## src/rtl/control_pipe_pkg.sv

```systemverilog
// Shared opcode constants, control-bundle layout and ALUOp encodings for the control pipe.
// Pure definitions; no timing or flow control of its own.
package control_pipe_pkg;

    localparam int OPCODE_W     = 7;
    localparam int ALUOP_W      = 2;
    localparam int CTRL_FLAGS_W = 7;

    localparam logic [OPCODE_W-1:0] OP_R     = 7'b0110011;
    localparam logic [OPCODE_W-1:0] OP_I     = 7'b0010011;
    localparam logic [OPCODE_W-1:0] OP_LW    = 7'b0000011;
    localparam logic [OPCODE_W-1:0] OP_S     = 7'b0100011;
    localparam logic [OPCODE_W-1:0] OP_B     = 7'b1100011;
    localparam logic [OPCODE_W-1:0] OP_JAL   = 7'b1101111;
    localparam logic [OPCODE_W-1:0] OP_JALR  = 7'b1100111;
    localparam logic [OPCODE_W-1:0] OP_LUI   = 7'b0110111;
    localparam logic [OPCODE_W-1:0] OP_AUIPC = 7'b0010111;

    localparam logic [ALUOP_W-1:0] ALUOP_ADD    = 2'b00;
    localparam logic [ALUOP_W-1:0] ALUOP_BRANCH = 2'b01;
    localparam logic [ALUOP_W-1:0] ALUOP_FUNCT  = 2'b10;

    typedef struct packed {
        logic               alusrc;
        logic               memtoreg;
        logic               regwrite;
        logic               memread;
        logic               memwrite;
        logic               branch;
        logic               jump;
        logic [ALUOP_W-1:0] aluop;
    } ctrl_t;

    function automatic ctrl_t mk_ctrl(input logic [CTRL_FLAGS_W-1:0] flags,
                                      input logic [ALUOP_W-1:0]      aluop);
        return ctrl_t'({flags, aluop});
    endfunction

endpackage

```

## src/rtl/control_pipe_if.sv

```systemverilog
// ID-side inputs and per-stage control outputs of the control pipe.
// Bundle only; no timing or flow control of its own.
interface control_pipe_if #(
    parameter int INST_WIDTH     = 32,
    parameter int REG_ADDR_WIDTH = 5,
    parameter int CNT_WIDTH      = 16
);
    logic                      inst_valid;
    logic [INST_WIDTH-1:0]     inst;
    logic                      stall_in;
    logic                      flush;
    logic                      stall_out;
    logic                      ex_valid;
    logic                      ex_alusrc;
    logic                      ex_branch;
    logic                      ex_jump;
    logic [1:0]                ex_aluop;
    logic [REG_ADDR_WIDTH-1:0] ex_rd;
    logic                      mem_valid;
    logic                      mem_read;
    logic                      mem_write;
    logic [REG_ADDR_WIDTH-1:0] mem_rd;
    logic                      wb_valid;
    logic                      wb_regwrite;
    logic                      wb_memtoreg;
    logic [REG_ADDR_WIDTH-1:0] wb_rd;
    logic                      illegal;
    logic [CNT_WIDTH-1:0]      bubble_cnt;

    modport master (
        output inst_valid, inst, stall_in, flush,
        input  stall_out, ex_valid, ex_alusrc, ex_branch, ex_jump, ex_aluop, ex_rd,
               mem_valid, mem_read, mem_write, mem_rd,
               wb_valid, wb_regwrite, wb_memtoreg, wb_rd, illegal, bubble_cnt
    );

    modport slave (
        input  inst_valid, inst, stall_in, flush,
        output stall_out, ex_valid, ex_alusrc, ex_branch, ex_jump, ex_aluop, ex_rd,
               mem_valid, mem_read, mem_write, mem_rd,
               wb_valid, wb_regwrite, wb_memtoreg, wb_rd, illegal, bubble_cnt
    );
endinterface

```

## src/rtl/control_pipe_decode.sv

```systemverilog
// Opcode to control-bundle decoder with source-register usage flags.
// Combinational, zero latency; no flow control.
module control_decode
    import control_pipe_pkg::*;
#(
    parameter bit ENABLE_EXT = 1'b1
) (
    input  logic [OPCODE_W-1:0] opcode,
    output ctrl_t               ctrl,
    output logic                known,
    output logic                uses_rs1,
    output logic                uses_rs2,
    output logic                has_rd
);
    always_comb begin
        ctrl     = '0;
        known    = 1'b1;
        uses_rs1 = 1'b0;
        uses_rs2 = 1'b0;
        has_rd   = 1'b1;
        case (opcode)
            OP_R: begin
                ctrl     = mk_ctrl(7'b0010000, ALUOP_FUNCT);
                uses_rs1 = 1'b1;
                uses_rs2 = 1'b1;
            end
            OP_I: begin
                ctrl     = mk_ctrl(7'b1010000, ALUOP_FUNCT);
                uses_rs1 = 1'b1;
            end
            OP_LW: begin
                ctrl     = mk_ctrl(7'b1111000, ALUOP_ADD);
                uses_rs1 = 1'b1;
            end
            // Stores and branches carry immediate bits in the rd field.
            OP_S: begin
                ctrl     = mk_ctrl(7'b1000100, ALUOP_ADD);
                uses_rs1 = 1'b1;
                uses_rs2 = 1'b1;
                has_rd   = 1'b0;
            end
            OP_B: begin
                ctrl     = mk_ctrl(7'b0000010, ALUOP_BRANCH);
                uses_rs1 = 1'b1;
                uses_rs2 = 1'b1;
                has_rd   = 1'b0;
            end
            OP_JAL: ctrl = mk_ctrl(7'b0010001, ALUOP_ADD);
            OP_JALR: begin
                if (ENABLE_EXT) begin
                    ctrl     = mk_ctrl(7'b1010001, ALUOP_ADD);
                    uses_rs1 = 1'b1;
                end else begin
                    known = 1'b0;
                end
            end
            OP_LUI, OP_AUIPC: begin
                if (ENABLE_EXT) ctrl = mk_ctrl(7'b1010000, ALUOP_ADD);
                else            known = 1'b0;
            end
            default: known = 1'b0;
        endcase
    end
endmodule

```

## src/rtl/control_pipe.sv

```systemverilog
// ID/EX -> EX/MEM -> MEM/WB control pipe with load-use detection; wb valid 3 cycles after ID.
// stall_in freezes everything; load-use hazard holds ID and injects a bubble; flush kills ID.
module control_pipe
    import control_pipe_pkg::*;
#(
    parameter int INST_WIDTH     = 32,
    parameter int REG_ADDR_WIDTH = 5,
    parameter bit ENABLE_HAZARD  = 1'b1,
    parameter bit ENABLE_EXT     = 1'b1,
    parameter int CNT_WIDTH      = 16
) (
    input logic           clk,
    input logic           rst_n,
    control_pipe_if.slave bus
);
    logic [REG_ADDR_WIDTH-1:0] id_rd, id_rs1, id_rs2;
    ctrl_t                     dec_ctrl;
    logic                      dec_known, dec_uses_rs1, dec_uses_rs2, dec_has_rd;
    logic                      hazard, stall, bubble;
    logic                      unused_inst_bits;

    logic                      ex_vld_q, ex_vld_d;
    ctrl_t                     ex_ctrl_q, ex_ctrl_d;
    logic [REG_ADDR_WIDTH-1:0] ex_rd_q, ex_rd_d;
    logic                      mem_vld_q, mem_vld_d, mem_read_q, mem_read_d, mem_write_q, mem_write_d;
    logic                      mem_regwrite_q, mem_regwrite_d, mem_memtoreg_q, mem_memtoreg_d;
    logic [REG_ADDR_WIDTH-1:0] mem_rd_q, mem_rd_d;
    logic                      wb_vld_q, wb_vld_d, wb_regwrite_q, wb_regwrite_d;
    logic                      wb_memtoreg_q, wb_memtoreg_d;
    logic [REG_ADDR_WIDTH-1:0] wb_rd_q, wb_rd_d;
    logic                      illegal_q, illegal_d;
    logic [CNT_WIDTH-1:0]      bubble_cnt_q, bubble_cnt_d;

    assign id_rd            = bus.inst[7 +: REG_ADDR_WIDTH];
    assign id_rs1           = bus.inst[15 +: REG_ADDR_WIDTH];
    assign id_rs2           = bus.inst[20 +: REG_ADDR_WIDTH];
    assign unused_inst_bits = ^{bus.inst[INST_WIDTH-1:25], bus.inst[14:12]};

    control_decode #(.ENABLE_EXT(ENABLE_EXT)) u_decode (
        .opcode   (bus.inst[OPCODE_W-1:0]),
        .ctrl     (dec_ctrl),
        .known    (dec_known),
        .uses_rs1 (dec_uses_rs1),
        .uses_rs2 (dec_uses_rs2),
        .has_rd   (dec_has_rd)
    );

    always_comb begin
        hazard = ENABLE_HAZARD && ex_vld_q && ex_ctrl_q.memread && (ex_rd_q != '0) &&
                 bus.inst_valid &&
                 ((dec_uses_rs1 && (id_rs1 == ex_rd_q)) || (dec_uses_rs2 && (id_rs2 == ex_rd_q)));
        stall  = hazard && !bus.flush;
        bubble = bus.flush || stall || !bus.inst_valid;

        ex_vld_d       = ex_vld_q;
        ex_ctrl_d      = ex_ctrl_q;
        ex_rd_d        = ex_rd_q;
        mem_vld_d      = mem_vld_q;
        mem_read_d     = mem_read_q;
        mem_write_d    = mem_write_q;
        mem_regwrite_d = mem_regwrite_q;
        mem_memtoreg_d = mem_memtoreg_q;
        mem_rd_d       = mem_rd_q;
        wb_vld_d       = wb_vld_q;
        wb_regwrite_d  = wb_regwrite_q;
        wb_memtoreg_d  = wb_memtoreg_q;
        wb_rd_d        = wb_rd_q;
        illegal_d      = illegal_q;
        bubble_cnt_d   = bubble_cnt_q;

        if (!bus.stall_in) begin
            // Bubbles load all-zero so every output of an empty stage reads 0.
            ex_vld_d       = !bubble;
            ex_ctrl_d      = bubble ? '0 : dec_ctrl;
            ex_rd_d        = (bubble || !dec_has_rd) ? '0 : id_rd;
            mem_vld_d      = ex_vld_q;
            mem_read_d     = ex_ctrl_q.memread;
            mem_write_d    = ex_ctrl_q.memwrite;
            mem_regwrite_d = ex_ctrl_q.regwrite;
            mem_memtoreg_d = ex_ctrl_q.memtoreg;
            mem_rd_d       = ex_rd_q;
            wb_vld_d       = mem_vld_q;
            wb_regwrite_d  = mem_regwrite_q;
            wb_memtoreg_d  = mem_memtoreg_q;
            wb_rd_d        = mem_rd_q;
            illegal_d      = !bubble && !dec_known;
            if ((bus.flush || stall) && (bubble_cnt_q != {CNT_WIDTH{1'b1}}))
                bubble_cnt_d = bubble_cnt_q + 1'b1;
        end
    end

    always_ff @(posedge clk or negedge rst_n) begin
        if (!rst_n) begin
            ex_vld_q       <= 1'b0;
            ex_ctrl_q      <= '0;
            ex_rd_q        <= '0;
            mem_vld_q      <= 1'b0;
            mem_read_q     <= 1'b0;
            mem_write_q    <= 1'b0;
            mem_regwrite_q <= 1'b0;
            mem_memtoreg_q <= 1'b0;
            mem_rd_q       <= '0;
            wb_vld_q       <= 1'b0;
            wb_regwrite_q  <= 1'b0;
            wb_memtoreg_q  <= 1'b0;
            wb_rd_q        <= '0;
            illegal_q      <= 1'b0;
            bubble_cnt_q   <= '0;
        end else begin
            ex_vld_q       <= ex_vld_d;
            ex_ctrl_q      <= ex_ctrl_d;
            ex_rd_q        <= ex_rd_d;
            mem_vld_q      <= mem_vld_d;
            mem_read_q     <= mem_read_d;
            mem_write_q    <= mem_write_d;
            mem_regwrite_q <= mem_regwrite_d;
            mem_memtoreg_q <= mem_memtoreg_d;
            mem_rd_q       <= mem_rd_d;
            wb_vld_q       <= wb_vld_d;
            wb_regwrite_q  <= wb_regwrite_d;
            wb_memtoreg_q  <= wb_memtoreg_d;
            wb_rd_q        <= wb_rd_d;
            illegal_q      <= illegal_d;
            bubble_cnt_q   <= bubble_cnt_d;
        end
    end

    assign bus.stall_out   = stall;
    assign bus.ex_valid    = ex_vld_q;
    assign bus.ex_alusrc   = ex_ctrl_q.alusrc;
    assign bus.ex_branch   = ex_ctrl_q.branch;
    assign bus.ex_jump     = ex_ctrl_q.jump;
    assign bus.ex_aluop    = ex_ctrl_q.aluop;
    assign bus.ex_rd       = ex_rd_q;
    assign bus.mem_valid   = mem_vld_q;
    assign bus.mem_read    = mem_read_q;
    assign bus.mem_write   = mem_write_q;
    assign bus.mem_rd      = mem_rd_q;
    assign bus.wb_valid    = wb_vld_q;
    assign bus.wb_regwrite = wb_regwrite_q;
    assign bus.wb_memtoreg = wb_memtoreg_q;
    assign bus.wb_rd       = wb_rd_q;
    assign bus.illegal     = illegal_q;
    assign bus.bubble_cnt  = bubble_cnt_q;
endmodule

```

## src/flat_wrapper.sv

```systemverilog
// flat-port wrapper written by rule: the top's interface ports become plain ports
module control_pipe_flat import control_pipe_pkg::*;
#(
    parameter int INST_WIDTH     = 32,
    parameter int REG_ADDR_WIDTH = 5,
    parameter bit ENABLE_HAZARD  = 1'b1,
    parameter bit ENABLE_EXT     = 1'b1,
    parameter int CNT_WIDTH      = 16
)
  (clk, rst_n, bus_inst_valid, bus_inst, bus_stall_in, bus_flush, bus_stall_out, bus_ex_valid, bus_ex_alusrc, bus_ex_branch, bus_ex_jump, bus_ex_aluop, bus_ex_rd, bus_mem_valid, bus_mem_read, bus_mem_write, bus_mem_rd, bus_wb_valid, bus_wb_regwrite, bus_wb_memtoreg, bus_wb_rd, bus_illegal, bus_bubble_cnt);
  control_pipe_if #(.INST_WIDTH(INST_WIDTH), .REG_ADDR_WIDTH(REG_ADDR_WIDTH), .CNT_WIDTH(CNT_WIDTH)) bus_i ();
  input logic clk;
  input logic rst_n;
  input wire logic [$bits(bus_i.inst_valid)-1:0] bus_inst_valid;
  input wire logic [$bits(bus_i.inst)-1:0] bus_inst;
  input wire logic [$bits(bus_i.stall_in)-1:0] bus_stall_in;
  input wire logic [$bits(bus_i.flush)-1:0] bus_flush;
  output wire logic [$bits(bus_i.stall_out)-1:0] bus_stall_out;
  output wire logic [$bits(bus_i.ex_valid)-1:0] bus_ex_valid;
  output wire logic [$bits(bus_i.ex_alusrc)-1:0] bus_ex_alusrc;
  output wire logic [$bits(bus_i.ex_branch)-1:0] bus_ex_branch;
  output wire logic [$bits(bus_i.ex_jump)-1:0] bus_ex_jump;
  output wire logic [$bits(bus_i.ex_aluop)-1:0] bus_ex_aluop;
  output wire logic [$bits(bus_i.ex_rd)-1:0] bus_ex_rd;
  output wire logic [$bits(bus_i.mem_valid)-1:0] bus_mem_valid;
  output wire logic [$bits(bus_i.mem_read)-1:0] bus_mem_read;
  output wire logic [$bits(bus_i.mem_write)-1:0] bus_mem_write;
  output wire logic [$bits(bus_i.mem_rd)-1:0] bus_mem_rd;
  output wire logic [$bits(bus_i.wb_valid)-1:0] bus_wb_valid;
  output wire logic [$bits(bus_i.wb_regwrite)-1:0] bus_wb_regwrite;
  output wire logic [$bits(bus_i.wb_memtoreg)-1:0] bus_wb_memtoreg;
  output wire logic [$bits(bus_i.wb_rd)-1:0] bus_wb_rd;
  output wire logic [$bits(bus_i.illegal)-1:0] bus_illegal;
  output wire logic [$bits(bus_i.bubble_cnt)-1:0] bus_bubble_cnt;
  assign bus_i.inst_valid = bus_inst_valid;
  assign bus_i.inst = bus_inst;
  assign bus_i.stall_in = bus_stall_in;
  assign bus_i.flush = bus_flush;
  assign bus_stall_out = bus_i.stall_out;
  assign bus_ex_valid = bus_i.ex_valid;
  assign bus_ex_alusrc = bus_i.ex_alusrc;
  assign bus_ex_branch = bus_i.ex_branch;
  assign bus_ex_jump = bus_i.ex_jump;
  assign bus_ex_aluop = bus_i.ex_aluop;
  assign bus_ex_rd = bus_i.ex_rd;
  assign bus_mem_valid = bus_i.mem_valid;
  assign bus_mem_read = bus_i.mem_read;
  assign bus_mem_write = bus_i.mem_write;
  assign bus_mem_rd = bus_i.mem_rd;
  assign bus_wb_valid = bus_i.wb_valid;
  assign bus_wb_regwrite = bus_i.wb_regwrite;
  assign bus_wb_memtoreg = bus_i.wb_memtoreg;
  assign bus_wb_rd = bus_i.wb_rd;
  assign bus_illegal = bus_i.illegal;
  assign bus_bubble_cnt = bus_i.bubble_cnt;
  control_pipe #(.INST_WIDTH(INST_WIDTH), .REG_ADDR_WIDTH(REG_ADDR_WIDTH), .ENABLE_HAZARD(ENABLE_HAZARD), .ENABLE_EXT(ENABLE_EXT), .CNT_WIDTH(CNT_WIDTH)) u_core (.clk(clk), .rst_n(rst_n), .bus(bus_i));
endmodule
```

## config.mk

```make
export PLATFORM = sky130hd
export DESIGN_NAME = control_pipe_flat
export DESIGN_NICKNAME = d
export VERILOG_FILES = /design/src/rtl/control_pipe_pkg.sv /design/src/rtl/control_pipe_if.sv /design/src/rtl/control_pipe_decode.sv /design/src/rtl/control_pipe.sv /design/src/flat_wrapper.sv
export SDC_FILE = /design/constraint.sdc
export NUM_CORES = 1
export LEC_CHECK = 0
export CAP_MARGIN = 10
export CELL_PAD_IN_SITES_DETAIL_PLACEMENT = 1
export CELL_PAD_IN_SITES_GLOBAL_PLACEMENT = 2
export CORE_AREA = 2 2 114 83
export CTS_CLUSTER_DIAMETER = 100
export DETAILED_ROUTE_END_ITERATION = 6
export DIE_AREA = 0 0 116 85
export PLACE_DENSITY = 0.85
export RECOVER_POWER = 100
export SETUP_SLACK_MARGIN = 0.05
export SLEW_MARGIN = 20
export SYNTH_ARGS = -nofsm -noshare
export SYNTH_HDL_FRONTEND = slang
export SYNTH_SLANG_ARGS = --single-unit
```

## constraint.sdc

```tcl
create_clock -name clk -period 2.7 [get_ports clk]
set_clock_uncertainty 0.1 [all_clocks]
set_input_delay 0.54 -clock clk [delete_from_list [all_inputs] [get_ports clk]]
set_output_delay 0.54 -clock clk [all_outputs]
set_load 0.02 [all_outputs]
```

== Word-level counts from Yosys, hierarchy flattened ==
Cells that the tools add are included.
Storage, ports and cells
  word-level logic and storage cells: 66
  latch bits: 0
  bits in registers: 50
  memory bits (read-only): 0
  memories: 0
  output and inout bits: 45
  bits in writable memories: 0
  input port bits: 37
Cells by class
  eq/ne operators: 12
  add/subtract/negate cells: 1
  order comparisons: 0
  divide/modulo/power cells: 0
  bitwise logic cells: 1
  multiplexer cells: 6
  reduce and logical (&&, ||, !) cells: 24
  multiply operators: 0
  shift-type cells: 0
Operators by type and width (count)
  $pmux 9 s8: 1
  $eq 7x6->1 const B: 3
  $eq 7x7->1 const B: 3
  $add 16x1->16 const B: 1
  $ne 16x16->1 const B: 1
  $eq 7x5->1 const B: 2
  $eq 5x5->1: 2
  $logic_and 1x1->1: 9
  $mux 9: 1
  $reduce_or 9->1: 1
  $eq 7x2->1 const B: 1
  $reduce_or 6->1: 1
  $mux 5: 1
  $reduce_bool 5->1: 1
  $logic_not 1->1: 4
  $logic_or 1x1->1: 4
  $reduce_or 2->1: 2
  $mux 1: 3
  $reduce_or 3->1: 1
  $reduce_and 2->1: 1
  $not 1->1: 1

== Depth between registers and ports, before layout ==
  depth in word-level cells: 11
  depth in mapped cells: 7
  depth with buffers taken out: 6

== Modules after synthesis ==
From an unflattened synthesis, not the netlist that was laid out.
Second synthesis, totals
  cell total of the unflattened synthesis: 196
  area, all modules: 2316.0 um2
Modules (own cells, without submodules)
  control_pipe: instances 1, seq. area each 1251.2 um2, area an instance 2140.8 um2, cells each 164
  control_decode: instances 1, seq. area each 0.0 um2, area an instance 175.2 um2, cells each 32

== Least setup slack after synthesis ==
OpenSTA, ideal clock, no wires.
  path type: input to output
  start: input bus_inst[6]
  end: output bus_stall_out
  required time: 2060 ps
  path buffers: 1
  data arrival time: 1612 ps
  path slack: 448 ps
  cell stages on the path: 6
  cell sequence: buf_2 -> or2_2 -> nand2_1 -> nor4bb_1 -> o21ai_0 -> nor2_1
Between the ends
  word-level cells in the longest chain between the ends: 7
  elaborated cells between the ends (all ways): 15
  classes of those cells: 6 x eq/ne; 2 x mux; 7 x reduce/logical
Ends and longest elaborated chain
  from (decl): RTL line flat_wrapper.sv:15  | input wire logic [$bits(bus_i.inst)-1:0] bus_inst;
  $eq 7x7->1, or another cell as far along: RTL line control_pipe_decode.sv:21  | case (opcode)
  $reduce_or 6->1 (no line) / $reduce_or 3->1 (equally long branches)
  $mux 1 (on tied branches)
  $logic_and 1x1->1: RTL line control_pipe.sv:51  | ((dec_uses_rs1 && (id_rs1 == ex_rd_q)) || (dec_uses_rs2 && (id_rs2 == ex_rd_q)));
  $logic_or 1x1->1 *: RTL line control_pipe.sv:51
  $logic_and 1x1->1 *: RTL line control_pipe.sv:50  | bus.inst_valid &&
  $logic_and 1x1->1 *: RTL line control_pipe.sv:52  | stall = hazard && !bus.flush;
  to (decl): RTL line flat_wrapper.sv:18  | output wire logic [$bits(bus_i.stall_out)-1:0] bus_stall_out;
Mark *: on every way between the ends. The rest lies on a longest branch, timed or not.

== Final worst setup path ==
  start: input bus_inst[1]
  end: output bus_stall_out
The elaborated chain is that of the path after synthesis.

==> flow_summary.ini <==
[run_status]
outcome = complete, but fails checks
violations = negative setup slack

[power]
p_per_area_mw_per_mm2 = 518
irDropWorstVdd_v = 0.000359
leakage_nw = 1.69

[grt]
grt.total_usage_pct = 14.6
grt_pass1_vias = 2102
antenna_found_initial = 0
grt_overflow = 0
grt_max_degree = 48
grt_first_pass_wirelength_um = 11000

[synth]
syn_nets = 255
async_flop_share_pct = 100
netlist_area_mm2 = 0.00232
syn_inst = 217
ys.flop_type = dfrtp_1
yosysSeqAreaShare_pct = 50.6
synth_edf_count = 0
syn_avg_cell_area_um2 = 10.7
yosys_warnings = 0
synth_seq_cells = 47
ys_types = 42

[die]
rows = 29
core-area_mm2 = 0.00878
die_area_mm2 = 0.00986
die_w_um = 116
initial_core_util_pct = 26.5
ios = 82
die_h_um = 85

[timing]
setup_viol_count_final = 1
relSlewSlack_pct = 20.9
maxClockFrequency_ghz = 0.369
drv_slew = 0
post-route-min-period_ps = 2710
setup_slack_ps = -10.8
tightestPinTransition_ps = 1190
fin_crit_sh_pct = 100
hold_viol_final = 0
rsz0062_at_grt = true

[clock_tree]
clk-insertion-delay-late_ps = 290
cts_inserted_buffers = 5
ctsLongestPathBuffers = 2
clkTransAtPathRegs_ps = 60
cts_tree = built
htreeDepth = 2
postCtsHoldBufs = 0
clockRootBuffer = clkbuf_16
cts_sinks = 47

[setup_path]
critical_path_class = in -> out
critPathCaptureType = output port
crit_fanout = 2
start_kind = input pin
required_ps = 2060
critical_path_arrival_ps = 2070

[drt]
viasPerCell = 4.54
routed_wl_um = 6540
dr.pass1.iters = 4
drtIter0Drc = 69
dr_total_vias = 2000
wire_per_inst_um = 14.8
antenna_left = 0
drc_errors = 0

[hold_path]
hold_path.class = reg -> reg

[run]
drv_cap = 0

[placement]
portBuffers = 71
detailed_place.area_mm2 = 0.00335
gp_congestion = 0.800
dp_slack_ps = -594
place_hpwl_um = 4930

[finish]
post-route-cell-area_mm2 = 0.00359
drive_gt1_share_pct = 23.3
multi_input_area_mm2 = 0.00113
regArea_mm2 = 0.00118
mostFrequentLayoutCell = dfrtp_1
fill_cells = 1013
layout.nets = 354
layout_common_cells = dfrtp_1, dlygate4sd3_1, nand2_1, buf_4, clkdlybuf4s50_1
synthToLayoutAreaGrowth_pct = 54.3
diodes = 0
==> timing repair <==
item | in CTS | in global routing
buffers inserted | 0 | 2
gates resized for setup | 7 | 11
pin swaps | 1 | 4
setup endpoints to repair | 17 | 29
==> cell type report <==
type / instances / area share (%)
Sequential cell: 47 / 32.8
Inverter: 8 / 0.837
Clock inverter: 3 / 0.558
Timing Repair Buffer: 102 / 26.5
Clock buffer: 5 / 3.49
Tap cell: 124 / 4.33
Multi-Input combinational cell: 152 / 31.5
==> worst max-delay path: stages <==
cell and delay (ps):
clkdlybuf4s50_1 480, nand3b_1 110, nand4b_1 210, nor4bb_2 320
o21ai_1 140, nor2_1 110, buf_4 150
==> worst paths after layout <==
path	from	to	slack [ps]	depth (start not counted)
hold reg to reg	u_core.bus.illegal	u_core.bus.illegal	380	2
setup / recovery	bus_inst[1]	bus_stall_out	-10	7
min in group asynchronous	rst_n	u_core.bus.bubble_cnt[0]	460	2
max in group asynchronous	rst_n	u_core.ex_ctrl_q[4]	1310	2
setup reg to reg	u_core.bus.ex_rd[3]	u_core.bus.bubble_cnt[7]	340	9
hold / removal	u_core.bus.illegal	u_core.bus.illegal	380	2
==> Yosys cell counts (3+ instances only) <==
master	instances	area share [%]
nor4_1	9	2.4
xor2_1	16	6.0
nor2_1	7	1.1
nand3_1	8	1.7
a21oi_1	3	0.65
buf_2	4	0.86
mux2_2	18	8.7
nand2_1	28	4.5
or3_1	3	0.81
nor3_1	7	1.5
inv_1	8	1.3
dfrtp_1	47	51
o31ai_1	4	1.3
clkbuf_1	4	0.65
o21ai_0	8	1.7
xnor2_1	9	3.4
==> logic make-up after synthesis <==
logic type / Yosys count / share of synthesized area (%)
compound gates: 27 / 8.61
simple gates: 81 / 18.7
fa+ha+maj: 1 / 0.538
flops: 47 / 50.6
xor+xnor: 25 / 9.42
buf+inv: 18 / 3.44
mux: 18 / 8.72
==> metal layers <==
metal / vias to the layer above / share of wire, % / wire length [µm] / global-route usage (%)
li1: 970 / - / - / -
met4: 0 / 1.7 / 108 / 5.52
met1: 983 / 47 / 3040 / 19.6
met3: 8 / 4.4 / 290 / 3.93
met2: 39 / 47 / 3100 / 22.7
met5: - / 0 / 0 / 0
==> state kept, by name (all words and copies together), names as in the netlist, 2 cells and up <==
| signal | count |
|---|---|
| u_core.bus.wb_rd | 5 |
| u_core.bus.bubble_cnt | 16 |
| u_core.ex_ctrl_q | 3 |
| u_core.bus.mem_rd | 5 |
| u_core.bus.ex_rd | 5 |
| u_core.bus.ex_aluop | 2 |
==> power by group <==
part	switching, W	internal (W)
combinational	0.000212	0.000213
clock	0.000268	0.000341
sequential	0.0000624	0.000763
==> metrics by stage <==
step                hold WS [ps]  TNS, ps  total power, W  std cells  util (%)
finish                       384    -10.8         0.00186        441      40.9
detailed placement           379    -7990         0.00128        431      38.2
CTS                          265     -182         0.00191        439      40.1
global route                 415    -77.7         0.00197        441      40.9
floorplan                    144        0         0.00103        217         -
global placement             371    -7020         0.00127        431      38.2
(Power assumes the default switching activity.)
